$ cat config.mk
export PLATFORM = sky130hd
export DESIGN_NAME = psl_cmd_scheduler
export DESIGN_NICKNAME = d
export VERILOG_FILES = /design/src/rtl/psl_cmd_scheduler.sv
export SDC_FILE = /design/constraint.sdc
export NUM_CORES = 1
export LEC_CHECK = 0
export ABC_AREA = 1
export CAP_MARGIN = 10
export CORE_AREA = 2 2 216 218
export DETAILED_ROUTE_END_ITERATION = 10
export DIE_AREA = 0 0 218 220
export PLACE_DENSITY_LB_ADDON = 0.05
export SLEW_MARGIN = 20
export SYNTH_ARGS = -nofsm -noshare
export SYNTH_HDL_FRONTEND = slang
export SYNTH_SLANG_ARGS = --single-unit
$ cat constraint.sdc
create_clock -name ha_pclock -period 6.41 [get_ports ha_pclock]
set_clock_uncertainty 0.15 [all_clocks]
set_input_delay 0.9615 -clock ha_pclock [delete_from_list [all_inputs] [get_ports ha_pclock]]
set_output_delay 0.9615 -clock ha_pclock [all_outputs]
set_load 0.02 [all_outputs]
$ cat src/rtl/psl_cmd_scheduler.sv
// psl_cmd_scheduler
//   Shares the single PSL command interface between N_REQ AFU requesters.
//   Round-robin grant, command-credit accounting, tag allocation from a pool
//   of 2**TAG_W tags, and routing of PSL responses back to the owning requester.
//
// Ports
//   ha_pclock, ha_reset_n           clock, asynchronous active-low reset
//   start, ha_croom                 load credits, free every tag, clear err
//   req_valid/req_ready             per-requester handshake (ready is one-hot)
//   req_com/req_cea/req_csize       packed per-requester command fields
//   ah_c*                           registered command to the PSL
//   ha_r*                           PSL response inputs
//   rsp_valid/rsp_tag/rsp_code      response routed to the owning requester
//   credits, outstanding, err       status (err is sticky until start)
//
// Configuration
//   PSL_CMD_PARITY_EN  defined: odd parity on ah_ctag/ah_com/ah_cea and
//                      ha_rtagpar is checked. Undefined: parity outputs are
//                      tied to 1 and ha_rtagpar is ignored.
module psl_cmd_scheduler #(
  parameter int N_REQ = 4,
  parameter int TAG_W = 5
) (
  input  logic                 ha_pclock,
  input  logic                 ha_reset_n,
  input  logic                 start,
  input  logic [7:0]           ha_croom,
  input  logic [N_REQ-1:0]     req_valid,
  output logic [N_REQ-1:0]     req_ready,
  input  logic [N_REQ*13-1:0]  req_com,
  input  logic [N_REQ*64-1:0]  req_cea,
  input  logic [N_REQ*12-1:0]  req_csize,
  output logic                 ah_cvalid,
  output logic [7:0]           ah_ctag,
  output logic [12:0]          ah_com,
  output logic [63:0]          ah_cea,
  output logic [11:0]          ah_csize,
  output logic [2:0]           ah_cabt,
  output logic [15:0]          ah_cch,
  output logic                 ah_ctagpar,
  output logic                 ah_compar,
  output logic                 ah_ceapar,
  input  logic                 ha_rvalid,
  input  logic [7:0]           ha_rtag,
  input  logic                 ha_rtagpar,
  input  logic [7:0]           ha_response,
  input  logic [8:0]           ha_rcredits,
  output logic [N_REQ-1:0]     rsp_valid,
  output logic [7:0]           rsp_tag,
  output logic [7:0]           rsp_code,
  output logic [8:0]           credits,
  output logic [TAG_W:0]       outstanding,
  output logic                 err
);
  localparam int N_TAG = 1 << TAG_W;
  localparam int IDX_W = (N_REQ > 1) ? $clog2(N_REQ) : 1;

  // Odd parity: the parity bit makes the total count of ones odd.
  function automatic logic odd_par(input logic [63:0] v);
    return ~(^v);
  endfunction

  logic [N_TAG-1:0] tag_busy;
  logic [IDX_W-1:0] owner [N_TAG];
  logic [IDX_W-1:0] rr_ptr;

  logic             found;
  logic [IDX_W-1:0] grant_idx;
  logic             tag_avail;
  logic [TAG_W-1:0] free_tag;
  logic             accept;
  logic [TAG_W-1:0] rtag_idx;
  logic             rtag_in_pool;
  logic             par_ok;
  logic             rsp_hit;
  logic             rsp_bad;
  logic [10:0]      ret;
  logic [10:0]      cred_sum;
  logic [8:0]       cred_next;
  logic             cred_sat;

  assign ah_cabt = 3'b000;
  assign ah_cch  = 16'h0000;

  // Lowest free tag and round-robin grant starting at rr_ptr.
  always_comb begin
    tag_avail = 1'b0;
    free_tag  = '0;
    found     = 1'b0;
    grant_idx = '0;
    // Descending scan so the lowest free index is the one left standing.
    for (int t = N_TAG - 1; t >= 0; t--) begin
      if (!tag_busy[t]) begin
        tag_avail = 1'b1;
        free_tag  = TAG_W'(t);
      end else begin
      end
    end
    for (int k = 0; k < N_REQ; k++) begin
      if (!found && (credits != 9'd0) && tag_avail && !start &&
          req_valid[(int'(rr_ptr) + k) % N_REQ]) begin
        found     = 1'b1;
        grant_idx = IDX_W'((int'(rr_ptr) + k) % N_REQ);
      end else begin
      end
    end
    if (found) begin
      req_ready = N_REQ'(1) << grant_idx;
    end else begin
      req_ready = '0;
    end
    accept = found;
  end

  // Response decode and signed credit update with saturation.
  always_comb begin
    rtag_idx     = ha_rtag[TAG_W-1:0];
    rtag_in_pool = ((ha_rtag >> TAG_W) == 8'd0);
    rsp_hit      = ha_rvalid && rtag_in_pool && tag_busy[rtag_idx] && par_ok;
    rsp_bad      = ha_rvalid && !rsp_hit;
    if (ha_rvalid) begin
      ret = {{2{ha_rcredits[8]}}, ha_rcredits};
    end else begin
      ret = 11'd0;
    end
    cred_sum = {2'b00, credits} - {10'd0, accept} + ret;
    cred_sat = 1'b0;
    if (cred_sum[10]) begin
      cred_next = 9'd0;
      cred_sat  = 1'b1;
    end else if (cred_sum > 11'd255) begin
      cred_next = 9'd255;
      cred_sat  = 1'b1;
    end else begin
      cred_next = cred_sum[8:0];
    end
  end

  // Scheduler state, command register and response routing.
  always_ff @(posedge ha_pclock or negedge ha_reset_n) begin
    if (!ha_reset_n) begin
      credits     <= 9'd0;
      tag_busy    <= '0;
      rr_ptr      <= '0;
      outstanding <= '0;
      err         <= 1'b0;
      ah_cvalid   <= 1'b0;
      ah_ctag     <= 8'd0;
      ah_com      <= 13'd0;
      ah_cea      <= 64'd0;
      ah_csize    <= 12'd0;
      rsp_valid   <= '0;
      rsp_tag     <= 8'd0;
      rsp_code    <= 8'd0;
      for (int t = 0; t < N_TAG; t++) begin
        owner[t] <= '0;
      end
    end else if (start) begin
      credits     <= {1'b0, ha_croom};
      tag_busy    <= '0;
      rr_ptr      <= '0;
      outstanding <= '0;
      err         <= 1'b0;
      ah_cvalid   <= 1'b0;
      rsp_valid   <= '0;
    end else begin
      credits     <= cred_next;
      err         <= err | rsp_bad | cred_sat;
      ah_cvalid   <= accept;
      outstanding <= outstanding + {{TAG_W{1'b0}}, accept} - {{TAG_W{1'b0}}, rsp_hit};
      // The tag being freed is still busy this cycle, so it cannot be the
      // one allocated; the two bit updates never collide.
      if (accept) begin
        tag_busy[free_tag] <= 1'b1;
        owner[free_tag]    <= grant_idx;
        ah_ctag            <= {{(8 - TAG_W){1'b0}}, free_tag};
        ah_com             <= req_com[int'(grant_idx) * 13 +: 13];
        ah_cea             <= req_cea[int'(grant_idx) * 64 +: 64];
        ah_csize           <= req_csize[int'(grant_idx) * 12 +: 12];
        rr_ptr             <= (grant_idx == IDX_W'(N_REQ - 1)) ? '0 : grant_idx + IDX_W'(1);
      end
      if (rsp_hit) begin
        tag_busy[rtag_idx] <= 1'b0;
        rsp_valid          <= N_REQ'(1) << owner[rtag_idx];
        rsp_tag            <= ha_rtag;
        rsp_code           <= ha_response;
      end else begin
        rsp_valid          <= '0;
      end
    end
  end

`ifdef PSL_CMD_PARITY_EN
  assign par_ok = (ha_rtagpar == odd_par({56'd0, ha_rtag}));

  // Command parity, registered alongside the command fields.
  always_ff @(posedge ha_pclock or negedge ha_reset_n) begin
    if (!ha_reset_n) begin
      ah_ctagpar <= 1'b1;
      ah_compar  <= 1'b1;
      ah_ceapar  <= 1'b1;
    end else if (accept && !start) begin
      ah_ctagpar <= odd_par({56'd0, {(8 - TAG_W){1'b0}}, free_tag});
      ah_compar  <= odd_par({51'd0, req_com[int'(grant_idx) * 13 +: 13]});
      ah_ceapar  <= odd_par(req_cea[int'(grant_idx) * 64 +: 64]);
    end else begin
      ah_ctagpar <= ah_ctagpar;
      ah_compar  <= ah_compar;
      ah_ceapar  <= ah_ceapar;
    end
  end
`else
  logic unused_rtagpar;
  assign unused_rtagpar = ha_rtagpar;
  assign par_ok         = 1'b1;
  assign ah_ctagpar     = 1'b1;
  assign ah_compar      = 1'b1;
  assign ah_ceapar      = 1'b1;
`endif

endmodule

==> flow_summary.toml <==
[sta]
drv_slew = 0
post-route-min-period_ns = 5.27
finalHoldViolCount = 0
max_slew_margin = 0.328
tns_ns = 0
rsz0062_at_grt = "no"
finalSetupViolCount = 0
min_period_over_period = 0.822
hold_slack_ns = 0.262
worst_slew_pin_slew_ns = 1.01
max_freq_mhz = 190

[floorplan]
dieWidth_microns = 218
rows = 79
core-area_sq_um = 45900
die_y_microns = 220
initial_utilization = 0.304
pin_count = 558
die_area_sq_um = 48000

[global_routing]
grt_antenna_before_repair = 6
grt_use_total = 0.252
grt_max_degree = 167
grt_pass1_vias = 14906
grt.overflow.total = 0
grt_pass1_wl_mm = 92.1

[cells_and_area]
fin_cells = 3056
utilization = 0.452
layout-drive-gt1-share = 0.0577
finalNetCount = 2842
area_delta_synth_final_pct = 48.8
final_cell_mix = "555 x nand2_1, 530 x clkdlybuf4s50_1, 264 x nor2_1"
layout_commonest_cell = "nand2_1"

[clocking]
holdBufCountCts = 0
post_cts_buffers = 0
clock_sinks = 229
cts_buffers = 30
cts_resized = 0
cts_root_buffer = "clkbuf_16"
h-tree-depth = 1
cts_buffer_depth = 3
clk_pin_slew_ns = 0.06
clock_latency_ns = 0.56
tritoncts = "yes"

[worst_setup_path]
worstSetupEndpointType = "output pin"
slowest_stage = "clkdlybuf4s50_1"
path_class = "flop to output pin"
path_max_fanout = 43
path_cells = "inv_1, nor3_1, nand2_1, nor2_2, nand2_1, nand2_2, inv_2, nand2_2, nor3_4, nor2_4, nand2_4, o211ai_2, nand2_8, inv_6, ha_1, inv_1, nor2_1, clkdlybuf4s50_1"
crit_arrival_ns = 4.15
crit_required_ns = 5.30
critPathMaxStageDelay_ns = 0.63
critPathLaunchType = "flop"

[power_and_ir_drop]
swShare = 0.503
power.switching_mw = 5.13
power_frac_seq = 0.203
p_clk_frac = 0.176
irDropWorstVdd_v = 0.000450
p_int_mw = 5.06
leakage_nw = 9.03
p_per_area_nw_per_um2 = 491
total_power_mw = 10.2
power_frac_comb = 0.620

[route]
drt_iter0_drc = 990
vias = 15073
wirelength_mm = 62.1
wl_per_cell_microns = 20.3
antenna_left = 0
viasPerCell = 4.93
dr.pass1.iters = 5
drcViolationCount = 0

[synthesis]
syn_area_per_cell_sq_um = 7.18
ys_seq_area_frac = 0.411
synth_area_sq_um = 13900
async_flop_share = 1.00
ys.flop_type = "dfrtp_1"
yosysTopAreaCell = "dfrtp_1"
synth_area_leaders = "dfrtp_1 41%, nand2_1 15%, o21ai_0 8.4%"
synth_edf_count = 0
netlist_instances = 1941
synthDistinctLibCells = 52
synth.ff_latch_count = 229
synth_top_area_frac = 0.411
yosys_warnings = 0

[run_status]
status = "finished clean"

[place]
dp_hpwl_mm = 45.0
gp_congestion = 0.916
placed_cells = 2995
portBuffers = 531

[job]
maxCapViolations = 0

[worst_hold_path]
min_path_type = "input pin to asynchronous set/reset pin"
synthesized netlist by cell type, types with 26 or more instances:
master    instances
dfrtp_1         229
nand3_1          26
buf_4            35
inv_1           104
nand2_1         555
clkbuf_1         49
o22ai_1          94
a21oi_1          40
buf_2            41
o21ai_1          50
o21ai_0         234
nor2_1          267
a22oi_1          43
logic make-up (layout without fill, tap and decap cells):
logic type      after synthesis  in the layout  synth area share
compound gates              494            494             0.201
xor+xnor                     12             12           0.00808
fa+ha+maj                    24             24            0.0226
buf+inv                     254            733            0.0833
flops                       229            229             0.411
mux                           1              1          0.000718
other cells                   2             31          0.000539
simple gates                925            925             0.272
stage by stage:
step                area [sq um]  worst slack, ns
floorplan                  14000             1.18
global placement           19700            0.739
detailed placement         19700            0.654
CTS                        20700             1.02
global route               20700            0.699
finish                     20700             1.14
worst max-delay path: cells and delay by family (launching register included):
family | cells | cell delay (ns)
and+or+nand+nor | 11 | 1.58
buffers and inverters | 5 | 1.12
DFF | 1 | 0.42
AOI/OAI and AO/OA | 1 | 0.25
adders and majority gates | 1 | 0.20
per-layer routing:
layer	vias up	GRT usage	share of wire
met4	2	0.0823	0.028
li1	7369	-	-
met3	87	0.0631	0.074
met5	-	0	0.00021
met2	513	0.422	0.48
met1	7102	0.318	0.42
path summary, 6_finish.rpt:
| path | from | to | slack (ns) | cells after the start |
|---|---|---|---|---|
| max in group asynchronous | ha_reset_n | owner[24]$_DFFE_PN0P_ | 4.48 | 2 |
| setup reg to reg | tag_busy[29]$_DFF_PN0_ | err$_DFF_PN0_ | 1.16 | 32 |
| setup / recovery | tag_busy[29]$_DFF_PN0_ | req_ready[3] | 1.14 | 18 |
| hold / removal | ha_reset_n | credits[7]$_DFF_PN0_ | 0.26 | 1 |
| hold reg to reg | rsp_code[7]$_DFFE_PN0P_ | rsp_code[7]$_DFFE_PN0P_ | 0.32 | 2 |
| min in group ha_pclock | rsp_code[7]$_DFFE_PN0P_ | rsp_code[7]$_DFFE_PN0P_ | 0.32 | 2 |
cell type report:
cell class	count	area, sq um
Antenna cell	5	12.5
Clock buffer	41	883
Clock inverter	15	178
Fill cell	4732	25100
Inverter	117	448
Multi-Input combinational cell	1482	7160
Sequential cell	229	5730
Tap cell	607	759
Timing Repair Buffer	560	5560
state kept, by name (all words and copies together) (netlist names):
register,flops
credits,9
ah_cea,64
rsp_valid,4
ah_com,13
rsp_code,8
rsp_tag,8
outstanding,6
ah_csize,12
ah_cvalid,1
rr_ptr,2
err,1
ah_ctag,5
owner,64
tag_busy,32
power groups by stage:
stage          registers [mW]  logic [mW]  clock network [mW]
2_1_floorplan            2.46        3.69                   0
3_3_place_gp             2.07        6.36                   0
3_5_place_dp             2.08        6.40                   0
4_1_cts                  2.07        6.41                1.85
5_1_grt                  2.11        7.02                1.91
6_report                 2.07        6.32                1.80
No activity file was read; power rests on OpenSTA's default activity.
